===== src/rtl/inst_fetch_unit.sv =====
// Instruction fetch unit: owns the PC and fetches one word per instruction over
// a req/ack instruction-memory handshake. It latches the word and presents it
// to the decoder together with its opcode/func fields, its address and the
// address plus four.
//
// Ports
//   clk, rst                   clock, synchronous active-high reset
//   imem_req, imem_addr        fetch request and word-aligned fetch address
//   imem_ack, imem_rdata       memory response; rdata is valid only with ack
//   stall                      hold the current instruction (hazard logic)
//   redirect, redirect_pc      load a new PC (branch/jump resolution)
//   inst_valid, inst           latched instruction; 0 (NOP) when not valid
//   opcode, func               inst[31:26] and inst[5:0]
//   inst_pc, pc_plus4          address of inst and that address + 4
module inst_fetch_unit #(
  parameter int unsigned             PC_WIDTH = 32,
  parameter logic [PC_WIDTH-1:0]     RESET_PC = '0
) (
  input  logic                clk,
  input  logic                rst,
  output logic                imem_req,
  output logic [PC_WIDTH-1:0] imem_addr,
  input  logic                imem_ack,
  input  logic [PC_WIDTH-1:0] imem_rdata,
  input  logic                stall,
  input  logic                redirect,
  input  logic [PC_WIDTH-1:0] redirect_pc,
  output logic                inst_valid,
  output logic [PC_WIDTH-1:0] inst,
  output logic [5:0]          opcode,
  output logic [5:0]          func,
  output logic [PC_WIDTH-1:0] inst_pc,
  output logic [PC_WIDTH-1:0] pc_plus4
);

  typedef enum logic [1:0] {
    RST   = 2'd0,
    FETCH = 2'd1,
    DRAIN = 2'd2,
    ISSUE = 2'd3
  } state_t;

  state_t              state_q;
  logic [PC_WIDTH-1:0] pc_q;
  logic [PC_WIDTH-1:0] target_q;
  logic [PC_WIDTH-1:0] ir_q;
  logic [PC_WIDTH-1:0] inst_pc_q;
  logic [PC_WIDTH-1:0] pc_plus4_q;
  logic                req_q;
  logic                valid_q;

  logic [PC_WIDTH-1:0] redir_tgt;
  logic [PC_WIDTH-1:0] drain_pc_d;
  logic                unused_rpc_lo;

  // Redirect targets are forced word aligned; the low bits are discarded.
  assign redir_tgt     = {redirect_pc[PC_WIDTH-1:2], 2'b00};
  assign unused_rpc_lo = ^redirect_pc[1:0];

  // A redirect arriving together with the draining ack is the newest target.
  always_comb begin
    drain_pc_d = target_q;
    if (redirect) drain_pc_d = redir_tgt;
  end

  always_ff @(posedge clk) begin
    if (rst) begin
      state_q    <= RST;
      pc_q       <= RESET_PC;
      target_q   <= '0;
      ir_q       <= '0;
      inst_pc_q  <= '0;
      pc_plus4_q <= '0;
      req_q      <= 1'b0;
      valid_q    <= 1'b0;
    end else begin
      case (state_q)
        RST: begin
          state_q <= FETCH;
          req_q   <= 1'b1;
        end
        FETCH: begin
          if (imem_ack) begin
            if (redirect) begin
              // Fetched word is on the wrong path: drop it and refetch.
              pc_q <= redir_tgt;
            end else begin
              ir_q       <= imem_rdata;
              inst_pc_q  <= pc_q;
              pc_plus4_q <= pc_q + PC_WIDTH'(4);
              pc_q       <= pc_q + PC_WIDTH'(4);
              state_q    <= ISSUE;
              req_q      <= 1'b0;
              valid_q    <= 1'b1;
            end
          end else if (redirect) begin
            // Request already in flight: keep it stable until it completes.
            target_q <= redir_tgt;
            state_q  <= DRAIN;
          end
        end
        DRAIN: begin
          if (imem_ack) begin
            pc_q    <= drain_pc_d;
            state_q <= FETCH;
          end else if (redirect) begin
            target_q <= redir_tgt;
          end
        end
        ISSUE: begin
          if (!stall) begin
            if (redirect) pc_q <= redir_tgt;
            state_q <= FETCH;
            req_q   <= 1'b1;
            valid_q <= 1'b0;
          end
        end
        default: begin
          state_q <= RST;
          req_q   <= 1'b0;
          valid_q <= 1'b0;
        end
      endcase
    end
  end

  assign imem_req   = req_q;
  assign imem_addr  = pc_q;
  assign inst_valid = valid_q;
  assign inst       = valid_q ? ir_q : '0;
  assign opcode     = inst[PC_WIDTH-1 -: 6];
  assign func       = inst[5:0];
  assign inst_pc    = inst_pc_q;
  assign pc_plus4   = pc_plus4_q;

endmodule

===== config.mk =====
export PLATFORM = sky130hd
export DESIGN_NAME = inst_fetch_unit
export DESIGN_NICKNAME = d
export VERILOG_FILES = /design/src/rtl/inst_fetch_unit.sv
export SDC_FILE = /design/constraint.sdc
export NUM_CORES = 1
export LEC_CHECK = 0
export ABC_AREA = 0
export BUFFER_PORTS_ARGS = -buffer_cell sky130_fd_sc_hd__buf_2
export CAP_MARGIN = 10
export CORE_MARGIN = 2
export CORE_UTILIZATION = 47
export CTS_BUF_LIST = sky130_fd_sc_hd__clkbuf_2 sky130_fd_sc_hd__clkbuf_4 sky130_fd_sc_hd__clkbuf_8
export DETAILED_ROUTE_END_ITERATION = 12
export HOLD_SLACK_MARGIN = 0.03
export PLACE_DENSITY = 0.73
export REMOVE_ABC_BUFFERS = 1
export SLEW_MARGIN = 20
export SYNTH_ARGS = -nofsm -noshare
export SYNTH_HDL_FRONTEND = slang
export SYNTH_SLANG_ARGS = --single-unit

===== constraint.sdc =====
create_clock -name clk -period 2.2 [get_ports clk]
set_input_delay 0.22 -clock clk [delete_from_list [all_inputs] [get_ports clk]]
set_output_delay 0.22 -clock clk [all_outputs]
set_load 0.02 [all_outputs]

# After elaboration in Yosys (flattened, before gate mapping)
# Index checks and enable logic that the tools add are counted.
# Widths: inputs -> output; s select.
# totals
register_bits,164
input_bits,69
out_inout_bits,142
elab_cells,54
# op_classes
addsub,1
eq_ne,10
mux,22
n_bitwise,2
n_reduce_logical,11
# op_table
op,n
$mux 32,7
$pmux 32 s3,1
$add 32x3->32 const B,1
$reduce_and 4->1,3
$mux 2,5
$ne 2x2->1 const B,5
$pmux 2 s4,1
$mux 1,6
$ne 3x3->1 const B,2
$reduce_bool 3->1,2
$reduce_and 5->1,1
$eq 2x2->1 const B,2
$pmux 1 s3,1
$reduce_and 3->1,1
$eq 2x1->1 const B,1
$logic_not 2->1,1
$not 1->1,2
$pmux 1 s2,1
$reduce_and 2->1,1
$reduce_bool 2->1,1
$reduce_or 2->1,1

# Logic depth before layout (Yosys ltp)
# Gate-level depths: netlist of run 1.
# depth
word_depth,4
depth_mapped,9
depth_no_buf,7

# Least setup slack after synthesis of run 1
# No wires, ideal clock.
# synth_path
kind,reg2reg
from,register state_q[0]
to,register pc_q[29] (netlist: imem_addr[29])
setup_time_ns,0.063
t_arrival_ns,1.972
required_time_ns,2.137
slack_ns,0.165
path_stages_with_launch,8
cell_sequence,dfxtp_1 inv_1 ha_1 or3_1 buf_2 or4_1 or3_1 nand3_1
# synth_between
elab_chain_cells,3
# synth_rtl
item,line_no,rtl
"start, declared",43,state_t state_q;
"start signal, assigned",68,state_q <= RST;
"start signal, assigned",79,state_q <= FETCH;
"start signal, assigned",92,state_q <= ISSUE;
$eq 2x2->1 or $eq 2x1->1 (tied branches),77,case (state_q)
$ne 2x2->1 (no source line) or $reduce_bool 3->1 (tied branches),-,
$reduce_and 5->1 (no source line),-,
"end signal, assigned",86,pc_q <= redir_tgt;
"end signal, assigned",91,pc_q <= pc_q + PC_WIDTH'(4);
"end signal, assigned",104,pc_q <= drain_pc_d;
"end, declared",44,logic [PC_WIDTH-1:0] pc_q;
# Parallel ways exist; a longest one is shown, timed or not.
# A chain may end at the register's enable or synchronous reset.

# Worst setup path in the final report of run 1
# Same ends and word-level chain as after synthesis.

==> flow_summary.json, run 1 <==
{
  "status": "finished clean",
  "instances_no_fill": 1427,
  "skew_ns": 0.0113,
  "total_power_mw": 6.98,
  "clockRootBuffer": "clkbuf_8",
  "cts.sinks": 162,
  "stdcell_area_mm2": 0.00986,
  "cts-buffers-inserted": 17,
  "fillers": 1419,
  "synth_top_flop_cell": "dfxtp_1",
  "clk_pin_slew_ns": 0.09,
  "grt_max_degree": 70,
  "die_h_um": 130,
  "dieArea_mm2": 0.0169,
  "tightest_slew_ns": 0.766,
  "place.gp.congestion": 0.860,
  "io_buffers": 208,
  "timing.fmax_ghz": 0.489,
  "track_usage_pct": 25.3,
  "rsz0062_at_grt": "false",
  "yosysUniqueCellTypes": 57,
  "routedWlPerCell_um": 15.4,
  "power_density_mw_per_mm2": 707,
  "setup_viol": 0,
  "slew_headroom_pct": 49.0,
  "synth.avg_cell_area_um2": 7.78,
  "dr.pass1.iters": 5,
  "vias_per_cell": 5.28,
  "synth_top_area_share_pct": 43.4,
  "crit_path_max_fanout": 5,
  "async_flop_share_pct": 0,
  "vias": 7530,
  "synth_edf_count": 0,
  "worstSkewPairLatency_ns": 0.47,
  "grt_pass1_wl_um": 34100,
  "ctsLongestPathBuffers": 2,
  "dp_cells": 1333,
  "grt_antenna_before_repair": 0,
  "drt-initial-drc-count": 480,
  "area_growth_pct": 31.8,
  "diodes": 0,
  "yosysWarnings": 0,
  "cp.arrival_ns": 2.46,
  "die_w_um": 130,
  "multi_input_area_mm2": 0.00374,
  "required_ns": 2.61,
  "grt-ovfl-total": 0,
  "rr_worst_depth": 6,
  "synth-seq-area-share_pct": 43.4,
  "syn_area_mm2": 0.00748,
  "drive_gt1_share_pct": 25.4,
  "grt_pass1_vias": 6729,
  "synth.area.top_cells": "dfxtp_1 (43%), nand2_1 (11%), a21oi_1 (9.4%)",
  "ys_ff_latch": 162,
  "place_area_mm2": 0.00874,
  "regArea_mm2": 0.00324,
  "hold_path_class": "in2reg",
  "post_cts_buffers": 0,
  "yosysTopAreaCell": "dfxtp_1",
  "dp_slack_ns": 0.0779,
  "postSynthCellCount": 962,
  "row_count": 46,
  "remaining_drc_errors": 0,
  "ant_nets": 0,
  "max-cap-violations": 0,
  "cts_tree": "done",
  "min_delay_path_depth": 2,
  "htreeDepth": 4,
  "finalMaxSlewViolations": 0,
  "cp-end-kind": "flop",
  "power_leakage_nw": 4.10,
  "finalHoldViolations": 0,
  "final_nets": 1272,
  "fin_tns_setup_ns": 0,
  "dp_hpwl_um": 14600,
  "fin_crit_sh_pct": 93.0,
  "critPathLaunchType": "flop",
  "initial_core_util_pct": 47.6,
  "timing.final.crit_period_ns": 2.05,
  "io_pins": 211,
  "critPathKind": "reg2reg",
  "wl_um": 22000,
  "ir_drop_mv": 0.393,
  "worst_slack_ns": 0.155,
  "coreArea_mm2": 0.0157
}
cell usage after synthesis (5+ instances only):
master,n
a211oi_1,12
a21oi_1,140
a221oi_1,7
a22oi_1,17
and2_1,37
and3_1,9
and4_1,6
buf_2,20
buf_4,15
clkbuf_1,62
dfxtp_1,162
ha_1,5
inv_1,14
nand2_1,219
nand3_1,19
nand4_1,9
nor2_1,45
nor3_1,11
nor4_1,10
o211ai_1,5
o21ai_0,38
o31a_1,5
o32ai_1,6
xnor2_1,19
xor2_1,7
logic make-up after synthesis:
family / synth area share, %
and+or+nand+nor: 24.2
AOI/OAI and AO/OA: 21.0
DFF: 43.4
buffers and inverters: 6.91
xor gates and xnor gates: 3.04
adders and majority gates: 0.836
muxes: 0.569
final timing paths:
path | startpoint | slack, ns | to
worst max-delay path | state_q[0]$_SDFFE_PP0P_ | 0.15 | imem_addr[29]$_SDFFE_PP0P_
worst min-delay path | rst | 0.11 | inst_pc[23]$_SDFFE_PP0P_
worst max register to register | state_q[0]$_SDFFE_PP0P_ | 0.15 | imem_addr[29]$_SDFFE_PP0P_
worst min register to register | ir_q[16]$_SDFFE_PP0P_ | 0.45 | ir_q[16]$_SDFFE_PP0P_
repair_timing:
| action | 4_1_cts | 5_1_grt |
|---|---|---|
| hold buffers | 62 | 0 |
| setup endpoints to repair | 0 | 9 |
| endpoints found under the hold margin | 62 | 0 |
| gates resized for setup | 0 | 4 |
cell type report:
| cell class | instances | area share [%] |
|---|---|---|
| Clock buffer | 18 | 2.51 |
| Clock inverter | 14 | 2.39 |
| Inverter | 14 | 0.533 |
| Multi-Input combinational cell | 686 | 37.9 |
| Sequential cell | 162 | 32.9 |
| Tap cell | 216 | 2.74 |
| Timing Repair Buffer | 317 | 21.0 |
cell usage in the layout, fill, tap and decap left out, types with 4 or more instances in the layout:
cell type	Yosys	routed
nand2_1	219	218
buf_2	20	207
dfxtp_1	162	161
a21oi_1	140	140
dlygate4sd3_1	0	62
nor2_1	45	44
buf_4	15	43
o21ai_0	38	38
and2_1	37	36
nand3_1	19	19
xnor2_1	19	19
clkbuf_8	0	18
a22oi_1	17	17
inv_1	14	14
a211oi_1	12	12
nor3_1	11	11
nor4_1	10	10
and3_1	9	9
nand4_1	9	9
a221oi_1	7	7
xor2_1	7	7
and4_1	6	6
o32ai_1	6	6
bufinv_16	0	6
o211ai_1	5	5
o31a_1	5	5
ha_1	5	5
a222oi_1	4	4
a2bb2oi_1	4	4
o31ai_1	4	4
buf_12	0	4
registers in the layout (all words and copies together), names as in the netlist:
register,flops
imem_addr,32
inst_pc,32
ir_q,32
target_q,32
pc_plus4,30
state_q,2
imem_req,1
inst_valid,1
stage by stage:
step | utilization, % | hold slack (ns)
floorplan | - | 0.289
global placement | 55.6 | 0.437
detailed placement | 55.6 | 0.442
CTS | 62.7 | 0.0815
global route | 62.7 | 0.0946
finish | 62.7 | 0.107
power by group:
part | internal (mW) | total (mW) | switching [mW]
clock | 1.49 | 2.60 | 1.11
combinational | 0.480 | 1.19 | 0.706
sequential | 3.07 | 3.19 | 0.122
worst max-delay path, cell delays in order (launching register included):
cell     delay, ns
dfxtp_2       0.38
inv_1         0.08
ha_1          0.26
or3_4         0.42
or4_1         0.47
or3_1         0.31
nand3_1       0.07
metal layers:
| layer | wire length, µm | track usage [%] | up-vias | part of all wire, % |
|---|---|---|---|---|
| met5 | 0 | 0 | - | 0 |
| met4 | 189 | 5.69 | 0 | 0.86 |
| met3 | 1580 | 6.03 | 18 | 7.2 |
| met2 | 10200 | 41.8 | 268 | 46 |
| met1 | 10100 | 33.6 | 3470 | 46 |
| li1 | - | - | 3774 | - |
Note: power is estimated with default switching activity, not from simulation.
==> run 2: changes to the inputs <==
--- a/config.mk
+++ b/config.mk
@@ -13,6 +13,7 @@
 export CTS_BUF_LIST = sky130_fd_sc_hd__clkbuf_2 sky130_fd_sc_hd__clkbuf_4 sky130_fd_sc_hd__clkbuf_8
 export DETAILED_ROUTE_END_ITERATION = 12
 export HOLD_SLACK_MARGIN = 0.03
+export MAX_ROUTING_LAYER = met4
 export PLACE_DENSITY = 0.73
 export REMOVE_ABC_BUFFERS = 1
 export SLEW_MARGIN = 20
==> flow_summary.json, run 2 (synthesis gave the netlist of run 1 again) <==
{
  "status": "finished clean",
  "skew_ns": 0.0118,
  "fillers": 1419,
  "final_cell_mix": "nand2_1 (218), buf_2 (207), dfxtp_1 (161), a21oi_1 (140), dlygate4sd3_1 (62)",
  "io_buffers": 208,
  "finalMaxSlewViolations": 0,
  "cp-end-kind": "flop",
  "drt-initial-drc-count": 516,
  "clockRootBuffer": "clkbuf_8",
  "coreArea_mm2": 0.0157,
  "slew_headroom_pct": 49.0,
  "p_int_mw": 5.04,
  "diodes": 0,
  "hold_path_class": "in2reg",
  "dr.pass1.iters": 5,
  "dp_hpwl_um": 14600,
  "final_core_util_pct": 62.7,
  "rsz0062_at_grt": "false",
  "rr_worst_depth": 5,
  "remaining_drc_errors": 0,
  "cp.arrival_ns": 2.42,
  "p_switching_mw": 1.93,
  "finalHoldViolations": 0,
  "area_growth_pct": 31.8,
  "fin_tns_setup_ns": 0,
  "final_common_cell": "nand2_1",
  "final_nets": 1272,
  "dp_cells": 1333,
  "timing.fmax_ghz": 0.489,
  "post_cts_buffers": 0,
  "cts-buffers-inserted": 17,
  "clk_pin_slew_ns": 0.09,
  "critPathLaunchType": "flop",
  "hp-start": "rst",
  "htreeDepth": 4,
  "drive_gt1_share_pct": 25.4,
  "grt_pass1_vias": 6722,
  "place.gp.congestion": 0.874,
  "swShare_pct": 27.7,
  "max-cap-violations": 0,
  "instances_no_fill": 1427,
  "total_power_mw": 6.98,
  "r2r_setup_slack_ns": 0.16,
  "initial_core_util_pct": 47.6,
  "vias_per_cell": 5.25,
  "dieArea_mm2": 0.0169,
  "row_count": 46,
  "setup_viol": 0,
  "wl_um": 22200,
  "die_h_um": 130,
  "r2r_end": "imem_addr[23]$_SDFFE_PP0P_",
  "grt-ovfl-total": 0,
  "die_w_um": 130,
  "ctsLongestPathBuffers": 2,
  "vias": 7497,
  "grt_max_degree": 70,
  "fin_crit_sh_pct": 92.9,
  "cts_tree": "done",
  "cts.sinks": 162,
  "routedWlPerCell_um": 15.5,
  "grt_pass1_wl_um": 34100,
  "comb_power_share_pct": 17.0,
  "hold_path_end": "inst_pc[23]$_SDFFE_PP0P_",
  "tightest_slew_ns": 0.765,
  "r2r_start": "imem_addr[7]$_SDFFE_PP0P_",
  "required_ns": 2.57,
  "worstSkewPairLatency_ns": 0.47,
  "power_leakage_nw": 4.10,
  "crit_path_max_fanout": 7,
  "power_frac_seq_pct": 45.8,
  "p_clk_share_pct": 37.2,
  "ant_nets": 0,
  "grt_antenna_before_repair": 0,
  "ir_drop_mv": 0.393,
  "track_usage_pct": 26.0,
  "io_pins": 211,
  "critPathKind": "reg2reg",
  "min_delay_path_depth": 2,
  "power_density_mw_per_mm2": 708,
  "timing.final.crit_period_ns": 2.04
}
[run 2: cell counts in the layout (fill, tap and decap cells not counted)]
Identical to the previous run, type by type.
[run 2: worst max path at each step]
stage | start | end | slack (ns) | depth (start not counted)
3_3_place_gp | state_q[0]$_SDFFE_PP0P_ | imem_addr[29]$_SDFFE_PP0P_ | 0.12 | 6
6_report | imem_addr[7]$_SDFFE_PP0P_ | imem_addr[23]$_SDFFE_PP0P_ | 0.16 | 5
3_5_place_dp | state_q[0]$_SDFFE_PP0P_ | imem_addr[29]$_SDFFE_PP0P_ | 0.08 | 8
2_1_floorplan | state_q[0]$_SDFFE_PP0P_ | pc_plus4[29]$_SDFFE_PP0P_ | -1.04 | 5
4_1_cts | state_q[0]$_SDFFE_PP0P_ | imem_addr[29]$_SDFFE_PP0P_ | 0.06 | 8
5_1_grt | state_q[1]$_SDFFE_PP0P_ | imem_addr[29]$_SDFFE_PP0P_ | 0.008 | 8
[run 2: worst max-delay path: stages (launching register included)]
cell and delay, ns:
dfxtp_1 0.48, nand4_2 0.26, nor3_2 0.45, nand2_1 0.29, o31a_1 0.35, o32ai_1 0.12
[run 2: area by class of cell]
class                   count  area (µm²)  share of cell area [%]
multi-input cells         686        3740                    37.9
flip-flops and latches    162        3240                    32.9
repair buffers            317        2070                    21.0
well taps                 216         270                    2.74
clock buffers              18         248                    2.51
clock inverters            14         235                    2.39
inverters                  14        52.6                   0.533
[run 2: power groups by stage]
stage          Clock (mW)  Sequential (mW)  Combinational, mW
6_report             2.60             3.19               1.19
2_1_floorplan           0             3.38              0.463
4_1_cts              2.65             3.19               1.18
3_3_place_gp            0             3.25               1.08
5_1_grt              2.76             3.21               1.30
3_5_place_dp            0             3.26               1.09
[run 2: routing by layer]
layer	part of all wire, %	GRT usage (%)
met5	0	-
met3	6.4	5.95
met4	0.69	5.69
met2	47	41.9
met1	46	33.6
[run 2: stage by stage]
stage,instance area (µm²),hold WS [ns],worst slack (ns)
2_1_floorplan,7020,0.289,-1.04
3_3_place_gp,8740,0.437,0.120
3_5_place_dp,8740,0.442,0.0779
4_1_cts,9850,0.0815,0.0561
5_1_grt,9860,0.0946,0.00767
6_report,9860,0.109,0.155
[run 2: what timing repair did]
item | in CTS | in global routing
endpoints found under the setup margin | 0 | 9
gates resized for setup | 0 | 4
hold buffers | 62 | 0
endpoints found under the hold margin | 62 | 0
==> run 3: changes to the inputs <==
--- a/config.mk
+++ b/config.mk
@@ -7,14 +7,13 @@
 export LEC_CHECK = 0
 export ABC_AREA = 0
 export BUFFER_PORTS_ARGS = -buffer_cell sky130_fd_sc_hd__buf_2
-export CAP_MARGIN = 10
+export CAP_MARGIN = 20
 export CORE_MARGIN = 2
-export CORE_UTILIZATION = 47
+export CORE_UTILIZATION = 24
 export CTS_BUF_LIST = sky130_fd_sc_hd__clkbuf_2 sky130_fd_sc_hd__clkbuf_4 sky130_fd_sc_hd__clkbuf_8
 export DETAILED_ROUTE_END_ITERATION = 12
 export HOLD_SLACK_MARGIN = 0.03
 export MAX_ROUTING_LAYER = met4
-export PLACE_DENSITY = 0.73
 export REMOVE_ABC_BUFFERS = 1
 export SLEW_MARGIN = 20
 export SYNTH_ARGS = -nofsm -noshare
==> flow_summary.json, run 3 (synthesis gave the netlist of run 1 again) <==
{
  "skew_ns": 0.0210,
  "final_nets": 1283,
  "critPathLaunchType": "flop",
  "wl_um": 25900,
  "p_clk_share_pct": 33.1,
  "area_growth_pct": 35.3,
  "cts-buffers-inserted": 17,
  "dp_hpwl_um": 18200,
  "place.gp.congestion": 0.861,
  "grt_max_degree": 58,
  "cp.arrival_ns": 2.50,
  "io_buffers": 208,
  "setup_viol": 0,
  "finalHoldViolations": 0,
  "grt_antenna_before_repair": 2,
  "grt-ovfl-total": 0,
  "timing.fmax_ghz": 0.481,
  "final_common_cell": "nand2_1",
  "track_usage_pct": 16.1,
  "multi_input_area_mm2": 0.00373,
  "ctsLongestPathBuffers": 2,
  "final_cell_mix": "nand2_1 (218), buf_2 (207), dfxtp_1 (161), a21oi_1 (140), dlygate4sd3_1 (62)",
  "rsz0062_at_grt": "false",
  "drive_gt1_share_pct": 25.9,
  "grt_pass1_wl_um": 40600,
  "clockRootBuffer": "clkbuf_8",
  "ir_drop_mv": 0.314,
  "vias": 7610,
  "fin_worst_hold_slack_ns": 0.119,
  "worstSkewPairLatency_ns": 0.48,
  "top_layer": "met4",
  "power_leakage_nw": 4.14,
  "p_switching_mw": 2.13,
  "wl_met3_um": 1420,
  "grt_pass1_vias": 7270,
  "dieArea_mm2": 0.0326,
  "fin_crit_sh_pct": 94.4,
  "critPathKind": "reg2reg",
  "finalMaxSlewViolations": 0,
  "final_core_util_pct": 33.0,
  "io_pins": 211,
  "swShare_pct": 32.1,
  "cp-end-kind": "flop",
  "initial_core_util_pct": 24.4,
  "total_power_mw": 6.64,
  "timing.final.crit_period_ns": 2.08,
  "met2_wirelength_um": 12100,
  "clk_pin_slew_ns": 0.11,
  "power_frac_seq_pct": 47.9,
  "regArea_mm2": 0.00324,
  "max-cap-violations": 0,
  "coreArea_mm2": 0.0307,
  "hold_path_class": "in2reg",
  "crit_path_max_fanout": 5,
  "routedWlPerCell_um": 16.0,
  "tightest_slew_ns": 0.767,
  "die_h_um": 181,
  "power_density_mw_per_mm2": 656,
  "drt-initial-drc-count": 536,
  "comb_power_share_pct": 19.1,
  "status": "finished clean",
  "htreeDepth": 4,
  "slew_headroom_pct": 48.9,
  "die_w_um": 181,
  "row_count": 64,
  "cts_tree": "done",
  "ant_nets": 0,
  "fillers": 3291,
  "wl_met1_um": 12200,
  "vias_per_cell": 4.70,
  "dr.pass1.iters": 5,
  "remaining_drc_errors": 0,
  "required_ns": 2.63,
  "cts.sinks": 162,
  "p_int_mw": 4.51
}
==> run 3: worst max-delay path, stage by stage, from the launching register on <==
cell and delay (ns):
dfxtp_2 0.39, inv_1 0.09, ha_1 0.25, or3_1 0.43
or4_1 0.48, or3_1 0.31, nand3_1 0.07
==> run 3: worst paths after layout <==
path | end | slack, ns | depth (start not counted) | startpoint
worst max register to register | imem_addr[29]$_SDFFE_PP0P_ | 0.12 | 6 | state_q[0]$_SDFFE_PP0P_
worst min-delay path | inst_valid$_SDFFE_PP0P_ | 0.12 | 3 | stall
worst max-delay path | imem_addr[29]$_SDFFE_PP0P_ | 0.12 | 6 | state_q[0]$_SDFFE_PP0P_
worst min register to register | ir_q[14]$_SDFFE_PP0P_ | 0.45 | 2 | ir_q[14]$_SDFFE_PP0P_
==> run 3: power by group through the flow <==
stage | clock [mW] | combinational, mW | sequential, mW
after floorplan | 0 | 0.463 | 3.38
final | 2.20 | 1.27 | 3.18
after detailed placement | 0 | 1.18 | 3.25
after global placement | 0 | 1.16 | 3.24
after CTS | 2.28 | 1.27 | 3.18
after global routing | 2.42 | 1.39 | 3.20
==> run 3: area by class of cell <==
cell class	instances	share of cell area [%]
diodes	2	0.0494
clock buffers	17	2.31
clock inverters	15	1.46
inverters	14	0.519
multi-input cells	686	36.9
flip-flops and latches	162	32.1
well taps	396	4.90
repair buffers	328	21.9
==> run 3: repair_timing <==
action | 4_1_cts | 5_1_grt
resized for setup | 0 | 1
endpoints found under the setup margin | 0 | 12
hold buffers | 62 | 0
hold endpoints to repair | 63 | 0
buffers inserted | 0 | 1
==> run 3: metal layers <==
metal / global-route usage (%) / vias to the layer above
li1: - / 3798
met1: 20.7 / 3566
met2: 25.8 / 228
met3: 3.76 / 18
met4: 3.87 / 0
met5: - / -
==> run 3: through the flow <==
stage	cell area (µm²)	worst slack (ns)	instances	TNS, ns
after floorplan	7020	-1.04	862	-78.28
after global placement	9100	0.104	1523	0
after detailed placement	9100	0.0793	1523	0
after CTS	10100	0.0543	1617	0
after global routing	10100	0.00782	1620	0
final	10100	0.123	1620	0
